<file path="config.mk">
export PLATFORM = sky130hd
export DESIGN_NAME = number_to_digits
export DESIGN_NICKNAME = d
export VERILOG_FILES = /design/src/rtl/number_to_digits_pkg.sv /design/src/rtl/double_dabble_step.sv /design/src/rtl/number_to_digits.sv
export SDC_FILE = /design/constraint.sdc
export NUM_CORES = 1
export LEC_CHECK = 0
export ABC_AREA = 1
export CORE_MARGIN = 5
export CORE_UTILIZATION = 35
export DETAILED_ROUTE_END_ITERATION = 10
export DONT_BUFFER_PORTS = 1
export GPL_TIMING_DRIVEN = 0
export PLACE_DENSITY = 0.58
export SYNTH_ARGS = -nofsm -noshare
export SYNTH_HDL_FRONTEND = slang
export SYNTH_SLANG_ARGS = --single-unit
</file>
<file path="constraint.sdc">
create_clock -name clk -period 1.9 [get_ports clk]
set_input_delay 0.38 -clock clk [delete_from_list [all_inputs] [get_ports clk]]
set_output_delay 0.38 -clock clk [all_outputs]
set_load 0.005 [all_outputs]
</file>
<file path="src/rtl/number_to_digits_pkg.sv">
`default_nettype none
// ============================================================================
// Module      : number_to_digits_pkg
// Description : Shared definitions for the binary-to-decimal digit streamer.
//               Holds the controller state encoding, the code used for a
//               leading minus sign, and the width of one BCD nibble.
// Revision    : 1.0 - initial release
// ============================================================================
package number_to_digits_pkg;

  // Width of one BCD digit
  localparam int NIBBLE_W = 4;

  // Code presented on dout ahead of the digits of a negative number
  localparam logic [3:0] SIGN_CODE = 4'hA;

  typedef enum logic [1:0] {
    ST_IDLE    = 2'd0,
    ST_CONVERT = 2'd1,
    ST_SIGN    = 2'd2,
    ST_EMIT    = 2'd3
  } state_t;

endpackage
`default_nettype wire

</file>
<file path="src/rtl/double_dabble_step.sv">
`default_nettype none
// ============================================================================
// Module      : double_dabble_step
// Description : One combinational iteration of the double-dabble algorithm.
//               Every nibble >= 5 is corrected by +3, then the whole BCD
//               vector shifts left by one with bit_in entering at the LSB.
// Ports       : bcd_in  - current BCD accumulator (DIGITS nibbles)
//               bit_in  - next magnitude bit, MSB first
//               bcd_out - accumulator after add-3 and shift
// Revision    : 1.0 - initial release
// ============================================================================
module double_dabble_step
  import number_to_digits_pkg::*;
#(
  parameter int DIGITS = 5
) (
  input  logic [NIBBLE_W*DIGITS-1:0] bcd_in,
  input  logic                       bit_in,
  output logic [NIBBLE_W*DIGITS-1:0] bcd_out
);

  // For a legal BCD nibble (0..9) the corrected value has its MSB set
  // exactly when the nibble was >= 5, so the bit carried into the next
  // nibble is just that comparison.
  logic [DIGITS-1:0] w_ge5;

  for (genvar i = 0; i < DIGITS; i++) begin : g_nib
    logic [NIBBLE_W-1:0] w_nib;
    logic [NIBBLE_W-2:0] w_low;

    assign w_nib    = bcd_in[NIBBLE_W*i +: NIBBLE_W];
    assign w_ge5[i] = (w_nib >= 4'd5);
    assign w_low    = w_ge5[i] ? 3'(w_nib + 4'd3) : w_nib[NIBBLE_W-2:0];

    if (i == 0) begin : g_lsn
      assign bcd_out[NIBBLE_W*i +: NIBBLE_W] = {w_low, bit_in};
    end else begin : g_upper
      assign bcd_out[NIBBLE_W*i +: NIBBLE_W] = {w_low, w_ge5[i-1]};
    end
  end

endmodule
`default_nettype wire

</file>
<file path="src/rtl/number_to_digits.sv">
`default_nettype none
// ============================================================================
// Module      : number_to_digits
// Description : Converts a binary word to decimal and streams the digits out
//               most significant first over a valid/ready handshake, with an
//               optional leading minus code for two's-complement input.
// Ports       : clk    - clock, rising edge
//               rst    - asynchronous active-high reset
//               din    - value to convert, sampled when wen is accepted
//               wen    - load strobe, accepted only while busy=0
//               busy   - conversion or emission in progress
//               dout   - 0..9 digit or SIGN_CODE
//               dvalid - dout holds a valid code
//               dready - consumer accepts dout
//               dlast  - final code of the number (qualified by dvalid)
// Revision    : 1.0 - initial release
// ============================================================================
module number_to_digits
  import number_to_digits_pkg::*;
#(
  parameter int WIDTH  = 16,
  parameter int DIGITS = 5,
  parameter bit SIGNED = 1'b0
) (
  input  logic             clk,
  input  logic             rst,
  input  logic [WIDTH-1:0] din,
  input  logic             wen,
  output logic             busy,
  output logic [3:0]       dout,
  output logic             dvalid,
  input  logic             dready,
  output logic             dlast
);

  localparam int c_cnt_w = $clog2(WIDTH + 1);
  localparam int c_idx_w = $clog2(DIGITS);
  localparam int c_bcd_w = NIBBLE_W * DIGITS;
  localparam logic [c_cnt_w-1:0] c_cnt_last = c_cnt_w'(WIDTH);

  state_t               r_state;
  state_t               w_state_nxt;
  logic [c_bcd_w-1:0]   r_bcd;
  logic [c_bcd_w-1:0]   w_bcd_step;
  logic [WIDTH-1:0]     r_shift;
  logic [c_cnt_w-1:0]   r_cnt;
  logic                 r_neg;
  logic [c_idx_w-1:0]   r_idx;
  logic [c_idx_w-1:0]   w_msd;
  logic [WIDTH-1:0]     w_mag;
  logic                 w_neg_in;
  logic [3:0]           w_nib [DIGITS];
  logic                 w_units;
  logic                 w_done;

  // Unsigned negation also maps the most negative input onto 2^(WIDTH-1)
  assign w_neg_in = SIGNED && din[WIDTH-1];
  assign w_mag    = w_neg_in ? (~din + WIDTH'(1)) : din;

  // The extra CONVERT cycle at r_cnt==WIDTH lets the final BCD value settle
  // in r_bcd before the digit index is loaded from it.
  assign w_done   = (r_cnt == c_cnt_last);
  assign w_units  = (r_idx == '0);

  double_dabble_step #(
    .DIGITS (DIGITS)
  ) u_step (
    .bcd_in  (r_bcd),
    .bit_in  (r_shift[WIDTH-1]),
    .bcd_out (w_bcd_step)
  );

  for (genvar i = 0; i < DIGITS; i++) begin : g_digit
    assign w_nib[i] = r_bcd[NIBBLE_W*i +: NIBBLE_W];
  end

  // Highest nonzero digit; falls back to the units digit so zero emits "0"
  always_comb begin
    w_msd = '0;
    for (int i = 1; i < DIGITS; i++) begin
      if (w_nib[i] != 4'd0) w_msd = c_idx_w'(i);
    end
  end

  always_ff @(posedge clk or posedge rst) begin
    if (rst) r_state <= ST_IDLE;
    else     r_state <= w_state_nxt;
  end

  always_comb begin
    w_state_nxt = r_state;
    busy        = 1'b1;
    dvalid      = 1'b0;
    dout        = 4'd0;
    dlast       = 1'b0;
    unique case (r_state)
      ST_IDLE: begin
        busy = 1'b0;
        if (wen) w_state_nxt = ST_CONVERT;
      end
      ST_CONVERT: begin
        if (w_done) w_state_nxt = r_neg ? ST_SIGN : ST_EMIT;
      end
      ST_SIGN: begin
        dvalid = 1'b1;
        dout   = SIGN_CODE;
        if (dready) w_state_nxt = ST_EMIT;
      end
      ST_EMIT: begin
        dvalid = 1'b1;
        dout   = w_nib[r_idx];
        dlast  = w_units;
        if (dready && w_units) w_state_nxt = ST_IDLE;
      end
      default: w_state_nxt = ST_IDLE;
    endcase
  end

  always_ff @(posedge clk or posedge rst) begin
    if (rst) begin
      r_bcd   <= '0;
      r_shift <= '0;
      r_cnt   <= '0;
      r_neg   <= 1'b0;
      r_idx   <= '0;
    end else begin
      unique case (r_state)
        ST_IDLE: begin
          if (wen) begin
            r_bcd   <= '0;
            r_shift <= w_mag;
            r_cnt   <= '0;
            r_neg   <= w_neg_in;
          end
        end
        ST_CONVERT: begin
          if (!w_done) begin
            r_bcd   <= w_bcd_step;
            r_shift <= {r_shift[WIDTH-2:0], 1'b0};
            r_cnt   <= r_cnt + c_cnt_w'(1);
          end else if (!r_neg) begin
            r_idx   <= w_msd;
          end
        end
        ST_SIGN: begin
          if (dready) r_idx <= w_msd;
        end
        ST_EMIT: begin
          if (dready && !w_units) r_idx <= r_idx - c_idx_w'(1);
        end
        default: ;
      endcase
    end
  end

endmodule
`default_nettype wire

</file>
==> impl_metrics.csv <==
group,metric,value,unit
die,io_pins,27,
route,wl,7490,um
setup_path,critPathCapture,"dout[2]",
timing,finalSetupViolCount,0,
cts,cts_buffers,5,
setup_path,worstSetupStartpointType,"flop",
cells_and_area,nNetsFinal,465,
min_path,worstHoldPathType,"primary input to asynchronous set/reset pin",
pwr,cellPowerDensity,1680,nW/um^2
timing,finalHoldViolations,6,
setup_path,required,1.52,ns
setup_path,r2r_end,"r_shift[0]",
job,maxCapViolCount,0,
timing,skew,0.0127,ns
place,io_buffers,0,
route,ant_nets,0,
timing,setup_ws,0.123,ns
yosys,postSynth.asyncResetShare,100,%
cells_and_area,drive_gt1_share,11.3,%
route,vias_per_cell,5.00,
cells_and_area,insertedDiodeCount,0,
pwr,ir_drop,673,uV
die,die-width,103,um
yosys,syn_inst,415,
yosys,ys_types,32,
cts,cts.path.max_buffers,2,
die,row_count,33,
timing,tightest_slew,0.544,ns
setup_path,r2r_cells,9,
cts,h-tree-depth,2,
setup_path,r2r_slack,0.18,ns
timing,post-route-period-util,93.5,%
route,drt_iter0_markers,97,
setup_path,setup.worst_path.start,"r_state[1]",
place,gp_congestion,0.877,
route,drcViolationCount,0,
yosys,avgSynthCellArea,7.24,sq um
global_route,grt_pass1_wl,12500,um
pwr,p_leak,1.72,nW
global_route,grt.overflow.total,0,
timing,rsz0062_at_grt,"yes",
setup_path,cp-end-kind,"output port",
timing,maxSlewHeadroom,63.7,%
place,dpl.hpwl,5460,um
yosys,synth-seq-cells,46,
setup_path,worstSetupPathType,"flop to output port",
cells_and_area,finalCoreUtilization,39.8,%
route,vias,2657,
yosys,synth_nets,454,
yosys,synth_edf_count,0,
die,design.die.area,10500,sq um
cts,clk_pin_slew,0.09,ns
global_route,grt_max_degree,25,
setup_path,crit_fanout,9,
cts,clock-sinks,46,
global_route,grt_pass1_vias,2525,
timing,holdWs,-0.00306,ns
cts,clock_latency,0.31,ns
place,dpl_worst_slack,0.141,ns
global_route,antenna_found_initial,0,
yosys,synth_area,3000,sq um
route,wire_per_inst,14.1,um
cts,cts_tree,"done",
setup_path,cp.arrival,1.40,ns
yosys,yosysWarningCount,0,
global_route,grt.total_usage,15.2,%
timing,final-max-slew-violation-count,0,
setup_path,regToRegStartpoint,"r_state[1]",
status,status,"finished with violations",
yosys,ys_seq_area_share,38.3,%
timing,min_period,1.78,ns
route,dr.pass1.iters,4,
status,violations,"negative hold slack",
yosys,ys.flop_type,"dfrtp_1",
timing,fmax,563,MHz
die,die_h,103,um
die,initial_core_util,36.2,%
cts,cts_root_buf,"clkbuf_8",
cells_and_area,area_delta_synth_final,9.96,%
die,core_area,8300,sq um
cts,ctsHoldBuffers,0,
cell usage after synthesis, drive strengths merged (4+ instances only):
master / instances / area (sq um)
nor2: 20 / 77.6
inv: 46 / 175
o21ai: 35 / 175
a21oi: 8 / 40.0
nand2: 157 / 597
dfrtp: 46 / 1150
nand4: 7 / 43.8
nor3: 6 / 30.0
nand3: 39 / 218
o22ai: 4 / 50.1
ha: 19 / 238
buf: 13 / 108
final cells by class:
cell class                 instances  area (sq um)
sequential                        46          1150
tap                              105           131
multi-input combinational        307          1590
buffer                            15           124
timing repair buffer               4          42.5
inverter                          47           184
clock buffer                       7          76.3
fill                             875          5000
repair_timing:
item / CTS / global route
gates resized for setup: 8 / 16
buffers inserted: 2 / 1
pin swaps: 0 / 3
setup endpoints to repair: 5 / 31
gates cloned: 0 / 1
hold endpoints to repair: 0 / 0
cells by family (layout without fill, tap and decap cells):
group / Yosys count / after routing / share of synthesized area, %
adders and majority gates: 19 / 19 / 7.92
buffers and inverters: 63 / 73 / 9.96
DFF: 46 / 46 / 38.3
and+or+nand+nor: 235 / 236 / 33.6
AOI/OAI and AO/OA: 49 / 49 / 9.33
xor gates and xnor gates: 3 / 3 / 0.875
worst min path at each step:
stage	slack [ns]	from	depth (start not counted)	end
5_1_grt	0.03	rst	1	r_bcd[14]
3_3_place_gp	0.49	r_shift[13]	2	r_shift[13]
2_1_floorplan	0.48	r_shift[11]	2	r_shift[11]
4_1_cts	0.004	rst	1	r_bcd[14]
6_report	-0.003	rst	1	r_shift[8]
3_5_place_dp	0.35	rst	1	r_shift[8]
flip-flops by register name, indices dropped and copies added, names as in the netlist:
name     count
r_bcd       20
r_shift     16
r_cnt        5
r_idx        3
r_state      2
routing by layer:
metal | track usage [%] | vias up | share of wire (%) | routed length [um]
met4 | 4.04 | 0 | 0.79 | 59
met2 | 22.5 | 63 | 44 | 3320
li1 | - | 1343 | - | -
met3 | 3.04 | 5 | 5.7 | 430
met5 | 0 | - | 0 | 0
met1 | 22.4 | 1246 | 49 | 3680
metrics by stage:
step                      instances  power, W  area, sq um   TNS, ns  hold WS, ns
after floorplan                 415   0.00399         3000         0        0.475
after detailed placement        521   0.00479         3150         0        0.346
after CTS                       530   0.00546         3260         0      0.00418
after global placement          520   0.00471         3130    -10.59        0.490
after global routing            531   0.00615         3300  -0.00951       0.0299
final                           531   0.00554         3300         0     -0.00306
cells in the final DEF (no fill, tap or decap), drive strengths merged, types with 8 or more instances in the layout:
| master | synthesis | routed |
|---|---|---|
| nand3 | 39 | 39 |
| a21oi | 8 | 8 |
| ha | 19 | 19 |
| nor2 | 20 | 20 |
| nand2 | 157 | 158 |
| o21ai | 35 | 35 |
| clkbuf | 3 | 9 |
| inv | 46 | 46 |
| buf | 13 | 17 |
| dfrtp | 46 | 46 |
critical path, stage by stage, from the launching register on:
cell     delay (ns)
dfrtp_1        0.37
ha_1           0.16
buf_6          0.13
inv_2          0.06
nor2_4         0.11
nand2_2        0.08
o21ai_2        0.17
power breakdown:
| part | switching [W] | total [W] | internal, W |
|---|---|---|---|
| Clock | 0.000337 | 0.000592 | 0.000254 |
| Sequential | 0.000288 | 0.00164 | 0.00135 |
| Combinational | 0.00211 | 0.00330 | 0.00119 |
Note: power is estimated with default switching activity, not from simulation.
